[config.mk]
export PLATFORM = sky130hd
export DESIGN_NAME = regfile_mp
export DESIGN_NICKNAME = d
export VERILOG_FILES = /design/src/rtl/regfile_mp.sv
export SDC_FILE = /design/constraint.sdc
export NUM_CORES = 1
export LEC_CHECK = 0
export BUFFER_PORTS_ARGS = -buffer_cell sky130_fd_sc_hd__buf_4
export CORE_ASPECT_RATIO = 2
export CORE_MARGIN = 3
export CORE_UTILIZATION = 55
export DETAILED_ROUTE_END_ITERATION = 16
export GPL_ROUTABILITY_DRIVEN = 0
export PLACE_DENSITY = 0.81
export SETUP_SLACK_MARGIN = 0.02
export SLEW_MARGIN = 5
export SYNTH_ARGS = -nofsm -noshare
export SYNTH_HDL_FRONTEND = slang
export SYNTH_SLANG_ARGS = --single-unit
[constraint.sdc]
create_clock -name clk -period 3.94 [get_ports clk]
set_input_delay 0.394 -clock clk [delete_from_list [all_inputs] [get_ports clk]]
set_output_delay 0.394 -clock clk [all_outputs]
set_load 0.03 [all_outputs]
[src/rtl/regfile_mp.sv]
// Multi-ported register file with write-through bypass and a per-register busy
// scoreboard used by decode to detect RAW hazards on both ALU operands.
module regfile_mp #(
  parameter int WIDTH    = 16,
  parameter int ADDR_W   = 4,
  parameter int ZERO_REG = 1,
  parameter int BYPASS   = 1
) (
  input  logic              clk,
  input  logic              rst,
  input  logic              wr_en,
  input  logic [ADDR_W-1:0] wr_addr,
  input  logic [WIDTH-1:0]  wr_data,
  input  logic              rd1_en,
  input  logic [ADDR_W-1:0] rd1_addr,
  output logic [WIDTH-1:0]  rd1_data,
  output logic              rd1_busy,
  input  logic              rd2_en,
  input  logic [ADDR_W-1:0] rd2_addr,
  output logic [WIDTH-1:0]  rd2_data,
  output logic              rd2_busy,
  input  logic              bsy_set,
  input  logic [ADDR_W-1:0] bsy_addr,
  output logic              any_busy
);

  localparam int DEPTH = 2 ** ADDR_W;

  logic [WIDTH-1:0]  mem_q [DEPTH];
  logic [WIDTH-1:0]  mem_d [DEPTH];
  logic [DEPTH-1:0]  busy_q;
  logic [DEPTH-1:0]  busy_d;
  logic              any_busy_q;
  logic              any_busy_d;

  logic              wr_ok;
  logic              set_ok;
  logic [1:0]        rd_en;
  logic [ADDR_W-1:0] rd_addr [2];
  logic [WIDTH-1:0]  rd_data [2];
  logic [1:0]        rd_busy;

  // Writes and sets are gated by reset so a held reset also blanks the bypass path.
  assign wr_ok  = rst && wr_en && !(ZERO_REG != 0 && wr_addr == '0);
  assign set_ok = rst && bsy_set && !(ZERO_REG != 0 && bsy_addr == '0);

  always_comb begin
    mem_d = mem_q;
    if (wr_ok) begin
      mem_d[wr_addr] = wr_data;
    end
  end

  // Set is applied after clear so a producer issuing as the old one retires keeps the bit.
  always_comb begin
    busy_d = busy_q;
    if (wr_ok) begin
      busy_d[wr_addr] = 1'b0;
    end
    if (set_ok) begin
      busy_d[bsy_addr] = 1'b1;
    end
    any_busy_d = |busy_d;
  end

  always_ff @(posedge clk or negedge rst) begin
    if (!rst) begin
      for (int i = 0; i < DEPTH; i++) begin
        mem_q[i] <= '0;
      end
      busy_q     <= '0;
      any_busy_q <= 1'b0;
    end else begin
      mem_q      <= mem_d;
      busy_q     <= busy_d;
      any_busy_q <= any_busy_d;
    end
  end

  assign rd_en      = {rd2_en, rd1_en};
  assign rd_addr[0] = rd1_addr;
  assign rd_addr[1] = rd2_addr;

  // A forwarded write resolves the hazard, so the bypass path never reports busy.
  always_comb begin
    for (int p = 0; p < 2; p++) begin
      rd_data[p] = '0;
      rd_busy[p] = 1'b0;
      if (rst && rd_en[p] && !(ZERO_REG != 0 && rd_addr[p] == '0)) begin
        if (BYPASS != 0 && wr_ok && wr_addr == rd_addr[p]) begin
          rd_data[p] = wr_data;
        end else begin
          rd_data[p] = mem_q[rd_addr[p]];
          rd_busy[p] = busy_q[rd_addr[p]];
        end
      end
    end
  end

  assign rd1_data = rd_data[0];
  assign rd2_data = rd_data[1];
  assign rd1_busy = rd_busy[0];
  assign rd2_busy = rd_busy[1];
  assign any_busy = any_busy_q;

endmodule

After elaboration in Yosys (flattened, before gate mapping):

Cells that the tools add are included.

* reduce and logical (&&, ||, !) cells: 22
* bitwise operators: 6
* multiplexer cells: 27
* magnitude comparators: 10
* equal/unequal tests: 2

Operator list (number)
* $bwmux 256: 1
* $mux 16: 11
* $bmux 16 s4: 2
* $demux 16 s4: 1
* $lt 4x5->1 const B: 4
* $and 16x16->16: 1
* $logic_not 4->1: 4
* $not 16->16: 1
* $or 16x16->16: 1
* $reduce_or 16->1: 1
* $ge 5x5->1 const B: 3
* $not 4->5: 3
* $logic_and 1x1->1: 13
* $bmux 1 s4: 2
* $demux 1 s4: 2
* $eq 4x4->1: 2
* $ge 4x1->1 const B: 2
* $mux 1: 8
* $lt 5x1->1 const B: 1
* $logic_not 1->1: 4

* word-level logic and storage cells: 85
* output and inout port bits: 35
* input bits: 38
* register bits: 273

Depth between registers and ports, before layout:

* word-level depth: 10
* depth in mapped cells: 7
* gate-level depth less buffers: 5

Worst setup path before layout:

No wires, ideal clock.

* path type: input port to output port
* start: input rd1_addr[0]
* end: output rd1_data[10]
* stages on the path: 7
* arrival: 2.072 ns
* slack: 1.474 ns
* data required time: 3.546 ns
* buffers on the path: 3
* cells stage by stage: buf_2 -> buf_6 -> buf_2 -> mux4_2 -> a22oi_1 -> nand2_1 -> a22o_1

* word-level cells in the longest chain between the ends: 6

Ends and longest elaborated chain
* from (decl): RTL line 15 `input logic [ADDR_W-1:0] rd1_addr,`
* $not 4->5 (implied by the code): RTL line 93 `rd_data[p] = mem_q[rd_addr[p]];`
* $bmux 16 s4: RTL line 93
* $mux 16 (implied by the code) (2 in a row): RTL line 93
* $mux 16: RTL line 90 `if (BYPASS != 0 && wr_ok && wr_addr == rd_addr[p]) begin`
* $mux 16 (*): RTL line 89 `if (rst && rd_en[p] && !(ZERO_REG != 0 && rd_addr[p] == '0)) begin`
* to (decl): RTL line 16 `output logic [WIDTH-1:0] rd1_data,`

Mark *: on every way between the ends. The rest lies on a longest branch, timed or not. The select of a mux whose other input is x is not followed.

Worst setup path after layout:

* start: input rst
* end: output rd2_data[3]

* word-level cells in the longest chain between the ends: 5

Ends and longest elaborated chain
* from (decl): RTL line 10 `input logic rst,`
* $logic_and 1x1->1 (2 in a row): RTL line 44 `assign wr_ok = rst && wr_en && !(ZERO_REG != 0 && wr_addr == '0);`
* $logic_and 1x1->1: RTL line 90
* $mux 16: RTL line 90
* $mux 16 (*): RTL line 89
* to (decl): RTL line 20 `output logic [WIDTH-1:0] rd2_data,`

Mark *: on every way between the ends. The rest lies on a longest branch, timed or not.

==> reports/metrics.cfg <==
[detailed_routing]
ant_nets = 0
drt_iter0_drc = 1028
first_pass_iters = 5
viasPerCell = 7.018
drc = 0
wirelength_mm = 41.32
dr_total_vias = 9720
wl_per_cell_um = 29.83

[placed_design]
dp_hpwl_mm = 26.17
place_ws_ns = 0.9338
dpl_cell_area_um2 = 15570
placed_cells = 1340
port_buffers = 72

[worst_setup_path]
cp_max_fo = 62
crit_start = rst
crit-reg2reg-launch = busy_q[5]$_DFF_PN0_
startpoint_type = input pin
crit_arrival_ns = 2.81
worstRegToRegCells = 4
worstPathRequired_ns = 3.55
regToRegEndpoint = any_busy$_DFF_PN0_
endpoint_kind = output pin
worst-setup-path-type = input pin to output pin
ff2ff_setup_slack_ns = 2.49

[global_routing]
grt_overflow = 0
gr-usage-all-layers_pct = 29.27
grt_pass1_wl_mm = 63.23
grt_pass1_vias = 10642
antenna_found_initial = 2
grt_max_degree = 164

[power]
powerDensity_nw_per_um2 = 487.3
intPower_mw = 5.813
peakVddDrop_mv = 0.2711
combPwrFrac_pct = 21.7
p_sw_mw = 2.196
power.leakage_nw = 7.079
p_total_mw = 8.009
clkPwrFrac_pct = 32.1
switching_share_pct = 27.42
seq_power_share_pct = 46.2

[synthesis]
synthArstFlopShare_pct = 100.0
synthCells = 994
yosys.area_share.simple_pct = 3.571
synth_top_family_by_area = multiplexers
synth_fa_ha_area_share_pct = 0
synth-compound-area-share_pct = 6.486
muxShareOfSynthArea_pct = 39.48
yosysWarnings = 0
yosysSeqAreaShare_pct = 46.42
ys_ff_latch = 273
syn_area_um2 = 14720
synthXorXnorAreaFrac_pct = 0.5356
synth_nets = 1032
synth_edf_count = 0
avgSynthCellArea_um2 = 14.81
synth_ff_type = dfrtp_1
synth.distinct_cells = 42

[clocking]
ctsResizeCount = 0
cts_setup_buffers = 0
cts.path.max_buffers = 3
root_buffer = clkbuf_16
path_clk_slew_ns = 0.07
cts_tree = yes
htreeDepth = 1
cts_buffers = 25
clkLatencyLatePin_ns = 0.54
clock_sinks = 273

[final_layout]
synthToLayoutAreaGrowth_pct = 11.68
instances_no_fill = 1385
drive_gt1_share_pct = 51.88
final_core_util_pct = 62.56
layout_commonest_cell = dfrtp_1
final_cell_mix = 273 x dfrtp_1, 231 x mux2_2, 138 x mux4_2, 105 x buf_4, 64 x a22oi_1
stdcell_area_um2 = 16440
nets = 1062

[timing]
rsz0062_at_grt = false
finClkSkew_ns = 0.005699
tightest_slew_ns = 1.081
fin_crit_ns = 3.208
fin_crit_sh_pct = 81.42
hold_viol = 0
slew_viol_final = 0
relSlewSlack_pct = 27.94
setup_tns_ns = 0
timing.final.ws_setup_ns = 0.7321
clock.fmax_mhz = 311.7
setup_violations = 0
whs_ns = 0.1592

[status]
status = completed

[hold_path]
min-delay-start = bsy_addr[0]
hold_class = input pin to register
hold_end = busy_q[4]$_DFF_PN0_
min_path_cells = 2

[floorplanning]
core-area_um2 = 26280
die_h_um = 237.3
num_io_pins = 73
rows = 84
start_util_pct = 56.01
fp.dieW_um = 121.7
dieArea_um2 = 28880

[run]
maxCapViolations = 0

[area by class of cell]
type                            instances  area [um2]
Antenna cell                            2       5.005
Clock buffer                           30       684.4
Clock inverter                         12       170.2
Fill cell                            1932        9838
Inverter                                7       26.28
Multi-Input combinational cell        606        7396
Sequential cell                       273        6832
Tap cell                              344       430.4
Timing Repair Buffer                  111       893.4
[worst max-delay path by stage]
| stage | cells past startpoint | to | slack, ns |
|---|---|---|---|
| 2_1_floorplan | 7 | rd1_data[10] | 1.47 |
| 3_3_place_gp | 7 | rd1_data[11] | 0.99 |
| 3_5_place_dp | 7 | rd1_data[11] | 0.93 |
| 4_1_cts | 6 | rd2_data[9] | 0.77 |
| 5_1_grt | 6 | rd2_data[9] | 0.59 |
| 6_report | 6 | rd2_data[3] | 0.73 |
[kinds of logic after synthesis]
| group | count (synthesis) |
|---|---|
| buf+inv | 115 |
| compound gates | 123 |
| simple gates | 96 |
| xor+xnor | 9 |
| flops | 273 |
| mux | 378 |
[power by group through the flow]
| stage | Sequential, mW | Combinational, mW | Clock [mW] |
|---|---|---|---|
| after floorplan | 3.60 | 1.29 | 0 |
| after global placement | 3.68 | 1.67 | 0 |
| after detailed placement | 3.74 | 1.72 | 0 |
| after CTS | 3.69 | 1.74 | 2.61 |
| after global routing | 3.77 | 1.84 | 2.71 |
| final | 3.70 | 1.74 | 2.57 |
[sequential cells by signal, indices dropped and copies added (netlist names)]
register and count:
any_busy 1, mem_q 256, busy_q 16
[Yosys cell counts, types with 2 or more instances]
cell       instances  area (um2)
nor2_2             5       31.28
o32ai_1            2       17.52
nor3_1             3       15.01
a22oi_1           64       480.5
dfrtp_1          273        6832
o2bb2ai_1          2       17.52
and2_1             4       25.02
inv_1              7       26.28
nor2b_1            4       25.02
nor4_4             3       63.81
nand2_1           45       168.9
nand4_1            3       18.77
or2_0              2       12.51
nor4_1             2       12.51
nor2_1            11       41.29
nand2b_1           2       12.51
o22ai_1            2       12.51
buf_1              5       18.77
nand4b_1           3       26.28
a22o_1            32       280.3
buf_4              6       45.04
clkbuf_1          57       214.0
xnor2_1            9       78.83
mux2_2           231        2601
o21ai_0           14       70.07
buf_6              2       22.52
mux2_1             9       101.4
mux4_2           138        3108
nand3_1            3       15.01
buf_2             38       190.2
a32o_1             2       20.02
[per-layer routing]
| layer | track usage, % | wire, um | share of wire [%] | vias to the layer above |
|---|---|---|---|---|
| li1 | - | - | - | 3925 |
| met3 | 4.333 | 3106 | 7.5 | 180 |
| met1 | 35.02 | 14190 | 34 | 5082 |
| met5 | 0 | 0 | 0 | - |
| met2 | 48.61 | 20880 | 51 | 533 |
| met4 | 19.82 | 3146 | 7.6 | 0 |
[worst max-delay path, cell delays in order]
cell and delay, ns:
dlygate4sd3_1 0.56, buf_8 0.38, nand3_1 0.26, nor2_2 0.69, a22o_1 0.27, buf_4 0.17
[timing repair]
action / CTS / global route
hold endpoints to repair: 48 / 0
hold buffers: 1 / 0
endpoints found under the setup margin: 0 / 0
No activity file was read; power rests on OpenSTA's default activity.
